[config.mk]
export PLATFORM = sky130hd
export DESIGN_NAME = wgt_addr_gen
export DESIGN_NICKNAME = d
export VERILOG_FILES = /design/src/rtl/wgt_pkg.sv /design/src/rtl/wgt_nest_cnt.sv /design/src/rtl/wgt_addr_gen.sv
export SDC_FILE = /design/constraint.sdc
export NUM_CORES = 1
export LEC_CHECK = 0
export CAP_MARGIN = 20
export CELL_PAD_IN_SITES_DETAIL_PLACEMENT = 1
export CELL_PAD_IN_SITES_GLOBAL_PLACEMENT = 2
export CORE_MARGIN = 2
export CORE_UTILIZATION = 37
export DETAILED_ROUTE_END_ITERATION = 10
export PLACE_DENSITY_LB_ADDON = 0.25
export SETUP_SLACK_MARGIN = 0.1
export SYNTH_ARGS = -nofsm -noshare
export SYNTH_HDL_FRONTEND = slang
export SYNTH_SLANG_ARGS = --single-unit
[constraint.sdc]
create_clock -name clk -period 3.9 [get_ports clk]
set_input_delay 1.17 -clock clk [delete_from_list [all_inputs] [get_ports clk]]
set_output_delay 1.17 -clock clk [all_outputs]
set_load 0.02 [all_outputs]
[src/rtl/wgt_pkg.sv]
`default_nettype none
// ============================================================================
// Module   : wgt_pkg
// Purpose  : Shared definitions for the weight-address generator:
//            FSM state encoding, counter-width helper and the
//            words-per-filter helper.
// Ports    : none (package)
// Options  : WGT_ADDR_REPEAT_EN (used by wgt_addr_gen, not here)
// Revision : 1.0 - initial release
// ============================================================================
package wgt_pkg;

   typedef enum logic [1:0] {
      IDLE = 2'd0,
      RUN  = 2'd1,
      DONE = 2'd2
   } state_t;

   // Width of a counter spanning 0..n-1, never narrower than one bit so
   // that degenerate dimensions (n == 1) still produce a legal vector.
   function automatic int clog2_min1(input int n);
      return (n <= 1) ? 1 : $clog2(n);
   endfunction

   // Number of weight words making up one filter.
   function automatic int words_per_filter(input int kernel_size, input int no_channel);
      return no_channel * kernel_size * kernel_size;
   endfunction

   localparam int DEF_KERNEL_SIZE  = 3;
   localparam int DEF_NO_CHANNEL   = 3;
   localparam int WORDS_PER_FILTER = words_per_filter(DEF_KERNEL_SIZE, DEF_NO_CHANNEL);

endpackage
`default_nettype wire

[src/rtl/wgt_nest_cnt.sv]
`default_nettype none
// ============================================================================
// Module   : wgt_nest_cnt
// Purpose  : Cascaded wrap counter kx -> ky -> c -> f. kx advances on every
//            enabled cycle; each outer counter advances when all inner ones
//            wrap. The filter counter wraps at a runtime limit (last_f).
// Ports    : clk, rst_n   clock, asynchronous active-low reset
//            clear        synchronous clear of all counters
//            en           advance by one position
//            last_f       index of the final filter (num_filter-1)
//            kx, ky, c, f current position
//            last         current position is the final word of the block
// Revision : 1.0 - initial release
// ============================================================================
module wgt_nest_cnt
   import wgt_pkg::*;
#(
   parameter int KERNEL_SIZE = 3,
   parameter int NO_CHANNEL  = 3,
   parameter int NO_FILTER   = 16
) (
   input  logic                                 clk,
   input  logic                                 rst_n,
   input  logic                                 clear,
   input  logic                                 en,
   input  logic [clog2_min1(NO_FILTER)-1:0]     last_f,
   output logic [clog2_min1(KERNEL_SIZE)-1:0]   kx,
   output logic [clog2_min1(KERNEL_SIZE)-1:0]   ky,
   output logic [clog2_min1(NO_CHANNEL)-1:0]    c,
   output logic [clog2_min1(NO_FILTER)-1:0]     f,
   output logic                                 last
);

   localparam int KW = clog2_min1(KERNEL_SIZE);
   localparam int CW = clog2_min1(NO_CHANNEL);

   localparam logic [KW-1:0] K_MAX = KW'(KERNEL_SIZE - 1);
   localparam logic [CW-1:0] C_MAX = CW'(NO_CHANNEL - 1);

   logic kx_wrap;
   logic ky_wrap;
   logic c_wrap;

   // Carry chain: each stage wraps only when every inner stage wraps too.
   always_comb begin
      kx_wrap = (kx == K_MAX);
      ky_wrap = kx_wrap && (ky == K_MAX);
      c_wrap  = ky_wrap && (c == C_MAX);
      last    = c_wrap && (f == last_f);
   end

   always_ff @(posedge clk or negedge rst_n) begin
      if (!rst_n) begin
         kx <= '0;
         ky <= '0;
         c  <= '0;
         f  <= '0;
      end else if (clear) begin
         kx <= '0;
         ky <= '0;
         c  <= '0;
         f  <= '0;
      end else if (en) begin
         kx <= kx_wrap ? '0 : kx + 1'b1;
         if (kx_wrap) begin
            ky <= (ky == K_MAX) ? '0 : ky + 1'b1;
         end
         if (ky_wrap) begin
            c <= (c == C_MAX) ? '0 : c + 1'b1;
         end
         if (c_wrap) begin
            f <= (f == last_f) ? '0 : f + 1'b1;
         end
      end
   end

endmodule
`default_nettype wire

[src/rtl/wgt_addr_gen.sv]
`default_nettype none
// ============================================================================
// Module   : wgt_addr_gen
// Purpose  : Weight-address generator for the systolic-array weight buffer.
//            On load, walks num_filter x NO_CHANNEL x KERNEL_SIZE^2 words
//            from a runtime base address with ready/valid backpressure,
//            then pulses done for one cycle.
// Ports    : clk, rst_n    clock, asynchronous active-low reset
//            load          start pulse, honoured only in IDLE
//            base_addr     first address, latched on load
//            num_filter    filters to walk (0 or >NO_FILTER -> NO_FILTER)
//            repeat_cnt    extra passes, latched on load (option only)
//            addr_ready    consumer accepts wgt_addr
//            wgt_addr      registered weight address
//            addr_valid    wgt_addr valid (RUN)
//            busy          high in RUN
//            done          one-cycle pulse after the final handshake
// Options  : WGT_ADDR_REPEAT_EN - adds repeat_cnt; sequence is emitted
//            repeat_cnt+1 times back-to-back before done.
// Revision : 1.0 - initial release
// ============================================================================
module wgt_addr_gen
   import wgt_pkg::*;
#(
   parameter int KERNEL_SIZE = 3,
   parameter int NO_CHANNEL  = 3,
   parameter int NO_FILTER   = 16,
   parameter int ADDR_WIDTH  = 11
) (
   input  logic                             clk,
   input  logic                             rst_n,
   input  logic                             load,
   input  logic [ADDR_WIDTH-1:0]            base_addr,
   input  logic [$clog2(NO_FILTER+1)-1:0]   num_filter,
`ifdef WGT_ADDR_REPEAT_EN
   input  logic [7:0]                       repeat_cnt,
`endif
   input  logic                             addr_ready,
   output logic [ADDR_WIDTH-1:0]            wgt_addr,
   output logic                             addr_valid,
   output logic                             busy,
   output logic                             done
);

   localparam int NFW = $clog2(NO_FILTER + 1);
   localparam int FW  = clog2_min1(NO_FILTER);
   localparam int KW  = clog2_min1(KERNEL_SIZE);
   localparam int CW  = clog2_min1(NO_CHANNEL);

   state_t                state_q;
   state_t                state_d;
   logic [ADDR_WIDTH-1:0] base_q;
   logic [ADDR_WIDTH-1:0] offset_q;
   logic [FW-1:0]         last_f_q;
   logic [NFW-1:0]        nf_eff;
   logic [FW-1:0]         last_f_load;
   logic                  start;
   logic                  xfer;
   logic                  last;
   logic                  final_pass;

   logic [KW-1:0]         cnt_kx;
   logic [KW-1:0]         cnt_ky;
   logic [CW-1:0]         cnt_c;
   logic [FW-1:0]         cnt_f;

   // --------------------------------------------------------------------
   // Command decode
   // --------------------------------------------------------------------
   always_comb begin
      if ((num_filter == '0) || (num_filter > NFW'(NO_FILTER))) begin
         nf_eff = NFW'(NO_FILTER);
      end else begin
         nf_eff = num_filter;
      end
      last_f_load = FW'(nf_eff - NFW'(1));
   end

   assign start = (state_q == IDLE) && load;
   assign xfer  = (state_q == RUN) && addr_ready;

   // --------------------------------------------------------------------
   // Pass counter (remaining extra passes)
   // --------------------------------------------------------------------
`ifdef WGT_ADDR_REPEAT_EN
   logic [7:0] pass_q;

   always_ff @(posedge clk or negedge rst_n) begin
      if (!rst_n) begin
         pass_q <= '0;
      end else if (start) begin
         pass_q <= repeat_cnt;
      end else if (xfer && last && (pass_q != '0)) begin
         pass_q <= pass_q - 8'd1;
      end
   end

   assign final_pass = (pass_q == '0);
`else
   assign final_pass = 1'b1;
`endif

   // --------------------------------------------------------------------
   // Position counters; they wrap to zero on the last word so a following
   // pass starts cleanly without an extra clear cycle.
   // --------------------------------------------------------------------
   wgt_nest_cnt #(
      .KERNEL_SIZE (KERNEL_SIZE),
      .NO_CHANNEL  (NO_CHANNEL),
      .NO_FILTER   (NO_FILTER)
   ) u_nest_cnt (
      .clk    (clk),
      .rst_n  (rst_n),
      .clear  (start),
      .en     (xfer),
      .last_f (last_f_q),
      .kx     (cnt_kx),
      .ky     (cnt_ky),
      .c      (cnt_c),
      .f      (cnt_f),
      .last   (last)
   );

   // Position counters are kept for waveform debug only.
   logic unused_dbg;
   assign unused_dbg = ^{cnt_kx, cnt_ky, cnt_c, cnt_f};

   // --------------------------------------------------------------------
   // FSM
   // --------------------------------------------------------------------
   always_ff @(posedge clk or negedge rst_n) begin
      if (!rst_n) begin
         state_q <= IDLE;
      end else begin
         state_q <= state_d;
      end
   end

   always_comb begin
      state_d    = state_q;
      addr_valid = 1'b0;
      busy       = 1'b0;
      done       = 1'b0;
      case (state_q)
         IDLE: begin
            if (load) begin
               state_d = RUN;
            end
         end
         RUN: begin
            addr_valid = 1'b1;
            busy       = 1'b1;
            if (xfer && last && final_pass) begin
               state_d = DONE;
            end
         end
         DONE: begin
            done    = 1'b1;
            state_d = IDLE;
         end
         default: begin
            state_d = IDLE;
         end
      endcase
   end

   // --------------------------------------------------------------------
   // Address datapath. The offset advances by one per transfer; the output
   // register is loaded with base+next_offset so wgt_addr only moves on a
   // handshake and wraps modulo 2^ADDR_WIDTH naturally.
   // --------------------------------------------------------------------
   always_ff @(posedge clk or negedge rst_n) begin
      if (!rst_n) begin
         base_q   <= '0;
         offset_q <= '0;
         last_f_q <= '0;
         wgt_addr <= '0;
      end else if (start) begin
         base_q   <= base_addr;
         offset_q <= '0;
         last_f_q <= last_f_load;
         wgt_addr <= base_addr;
      end else if (xfer) begin
         if (last) begin
            offset_q <= '0;
            wgt_addr <= base_q;
         end else begin
            offset_q <= offset_q + 1'b1;
            wgt_addr <= base_q + offset_q + 1'b1;
         end
      end
   end

endmodule
`default_nettype wire
==> impl_metrics.json <==
{
  "irDropWorstVdd_uv": 256,
  "yosys_warnings": 0,
  "end_kind": "primary output",
  "start_kind": "register",
  "ys_top_cells_by_area": "dfrtp_1 41%, nand2_1 7.5%, ha_1 5.5%",
  "die_y_um": 93.5,
  "worstSetupPathType": "register to primary output",
  "cts_buffer_depth": 2,
  "finalSetupViolations": 0,
  "utilization": 0.452,
  "grt_setup_unrepaired": "false",
  "antenna_found_initial": 0,
  "num-fill-cells": 931,
  "drc_errors": 0,
  "grt_overflow": 0,
  "hpwl_um": 5820,
  "max-cap-violations": 0,
  "cts_tree": "built",
  "fin_setup_tns_ps": 0,
  "path_clk_slew_ps": 90,
  "drive_gt1_frac": 0.0790,
  "cts_setup_buffers": 0,
  "synth.ff_latch_count": 49,
  "drv_slew": 0,
  "rows": 32,
  "min_period_over_period": 0.746,
  "ant_nets": 0,
  "clock-sinks": 49,
  "p_sw_frac": 0.363,
  "reg2reg_to": "wgt_addr[8]",
  "clkPwrFrac": 0.220,
  "cts_buffers": 5,
  "switchingPower_w": 0.000718,
  "final_cell_mix": "59 x nand2_1, 49 x dfrtp_1, 32 x clkdlybuf4s50_1",
  "grt_max_degree": 34,
  "vias_per_cell": 5.39,
  "synth_edf_count": 0,
  "synth_top_cell_by_area": "dfrtp_1",
  "worstPathRequired_ps": 2730,
  "drt_iter0_drc": 76,
  "holdPathStages": 1,
  "die_width_um": 93.5,
  "syn2layout_area_growth_pct": 18.3,
  "routed_wl_um": 7840,
  "cts_root_buf": "clkbuf_8",
  "clk_latency_ps": 310,
  "synth_area_per_cell_um2": 8.83,
  "ys.flop_type": "dfrtp_1",
  "synthCells": 336,
  "port_buffers": 33,
  "hold_ws_ps": 512,
  "worst_pin_slew_ps": 777,
  "globalRouteTotalUtil": 0.197,
  "holdPathEnd": "offset_q[8]",
  "fin_nets": 400,
  "grt_pass1_wl_um": 13300,
  "final.setup_skew_ps": 6.43,
  "p_int_w": 0.00126,
  "syn_nets": 370,
  "r2r_cells": 9,
  "antenna_cells": 0,
  "post_cts_resize_count": 0,
  "post-route-min-period_ps": 2910,
  "synth_area_mm2": 0.00297,
  "gp_congestion": 0.834,
  "leakage_nw": 1.59,
  "power_density_mw_per_mm2": 564,
  "dr_total_vias": 2530,
  "hold_viol": 0,
  "dieArea_mm2": 0.00875,
  "start_util": 0.382,
  "outcome": "finished clean",
  "fmax_mhz": 344,
  "synth.top_cell.area_share": 0.413,
  "cts_max_level": 2,
  "first_global_vias": 2644,
  "min_path_type": "register to register",
  "dr.pass1.iters": 4,
  "hp-start": "offset_q[8]",
  "detail_route.wl_per_cell_um": 16.7,
  "regArea_mm2": 0.00123,
  "async_flop_share": 1.00,
  "critPathMaxFanout": 11,
  "io_pins": 34,
  "hold_buffers": 0,
  "rrSetupSlack_ps": 1610,
  "yosysUniqueCellTypes": 56,
  "multi_input_area_mm2": 0.00165,
  "worstPathArrival_ps": 1740,
  "coreArea_mm2": 0.00777,
  "relSlewSlack": 0.482,
  "seq_area_frac_synth": 0.413,
  "final_common_cell": "nand2_1",
  "r2r_start": "offset_q[0]",
  "combPwrFrac": 0.377,
  "seqPwrFrac": 0.402
}
-- metrics by stage --
stage                     setup WS, ps  cells  power (W)  area [um^2]
after floorplan                   1700    336    0.00129         2970
after global placement             945    461    0.00155         3380
after detailed placement           887    461    0.00156         3380
after CTS                          972    469    0.00201         3510
after global routing               888    469    0.00215         3510
final                              992    469    0.00198         3510
-- cell type report --
type	instances	area share
flip-flops and latches	49	0.349
clock inverters	3	0.0185
repair buffers	37	0.101
multi-input cells	267	0.469
well taps	102	0.0364
inverters	6	0.00641
clock buffers	5	0.0196
-- synth_stat cells, types with 3 or more instances --
cell type,n
a21oi_1,23
mux2i_1,5
xnor2_1,9
nor3b_1,4
clkbuf_1,3
ha_1,13
dfrtp_1,49
inv_1,6
nand2b_1,6
o211ai_1,7
and3_1,8
nand2_1,59
o21ai_0,28
nor3_1,5
nand3_1,4
nor2b_1,7
nand4_1,6
o21ai_1,4
nor2_1,21
buf_2,6
a31oi_1,9
a21o_1,5
nand3b_1,5
-- how the worst max path moves through the flow --
stage,endpoint,cells past startpoint,startpoint
3_3_place_gp,offset_q[6],7,load
4_1_cts,addr_valid,2,state_q[0]
6_report,addr_valid,2,state_q[0]
5_1_grt,busy,2,state_q[0]
3_5_place_dp,offset_q[9],5,addr_ready
2_1_floorplan,u_nest_cnt.c[0],7,addr_ready
-- layer usage --
metal	vias to the layer above	track usage	wire length, um
li1	1251	-	-
met1	1232	0.276	3900
met2	40	0.319	3630
met3	7	0.0330	232
met4	0	0.0435	76
met5	-	0	0
-- state kept, by name (all words and copies together), names as in the netlist --
name / flops
base_q: 11
last_f_q: 4
state_q: 2
u_nest_cnt.ky: 2
u_nest_cnt.c: 2
offset_q: 11
u_nest_cnt.kx: 2
u_nest_cnt.f: 4
wgt_addr: 11
-- worst max-delay path: stages, from the launching register on --
cell             delay [ps]
dfrtp_1                 560
and2b_1                 250
clkdlybuf4s50_1         620
-- power groups by stage --
stage / Combinational, W / Clock [W] / Sequential, W
2_1_floorplan: 0.000467 / 0 / 0.000820
3_3_place_gp: 0.000742 / 0 / 0.000806
3_5_place_dp: 0.000756 / 0 / 0.000809
4_1_cts: 0.000760 / 0.000450 / 0.000800
5_1_grt: 0.000854 / 0.000471 / 0.000825
6_report: 0.000747 / 0.000436 / 0.000796
-- kinds of logic after synthesis --
kind of cell / count (synthesis) / synth area share
AOI/OAI and AO/OA: 95 / 0.196
xor gates and xnor gates: 11 / 0.0325
adders and majority gates: 14 / 0.0616
buffers and inverters: 20 / 0.0329
DFF: 49 / 0.413
muxes: 5 / 0.0169
and+or+nand+nor: 142 / 0.247
(Power assumes the default switching activity.)
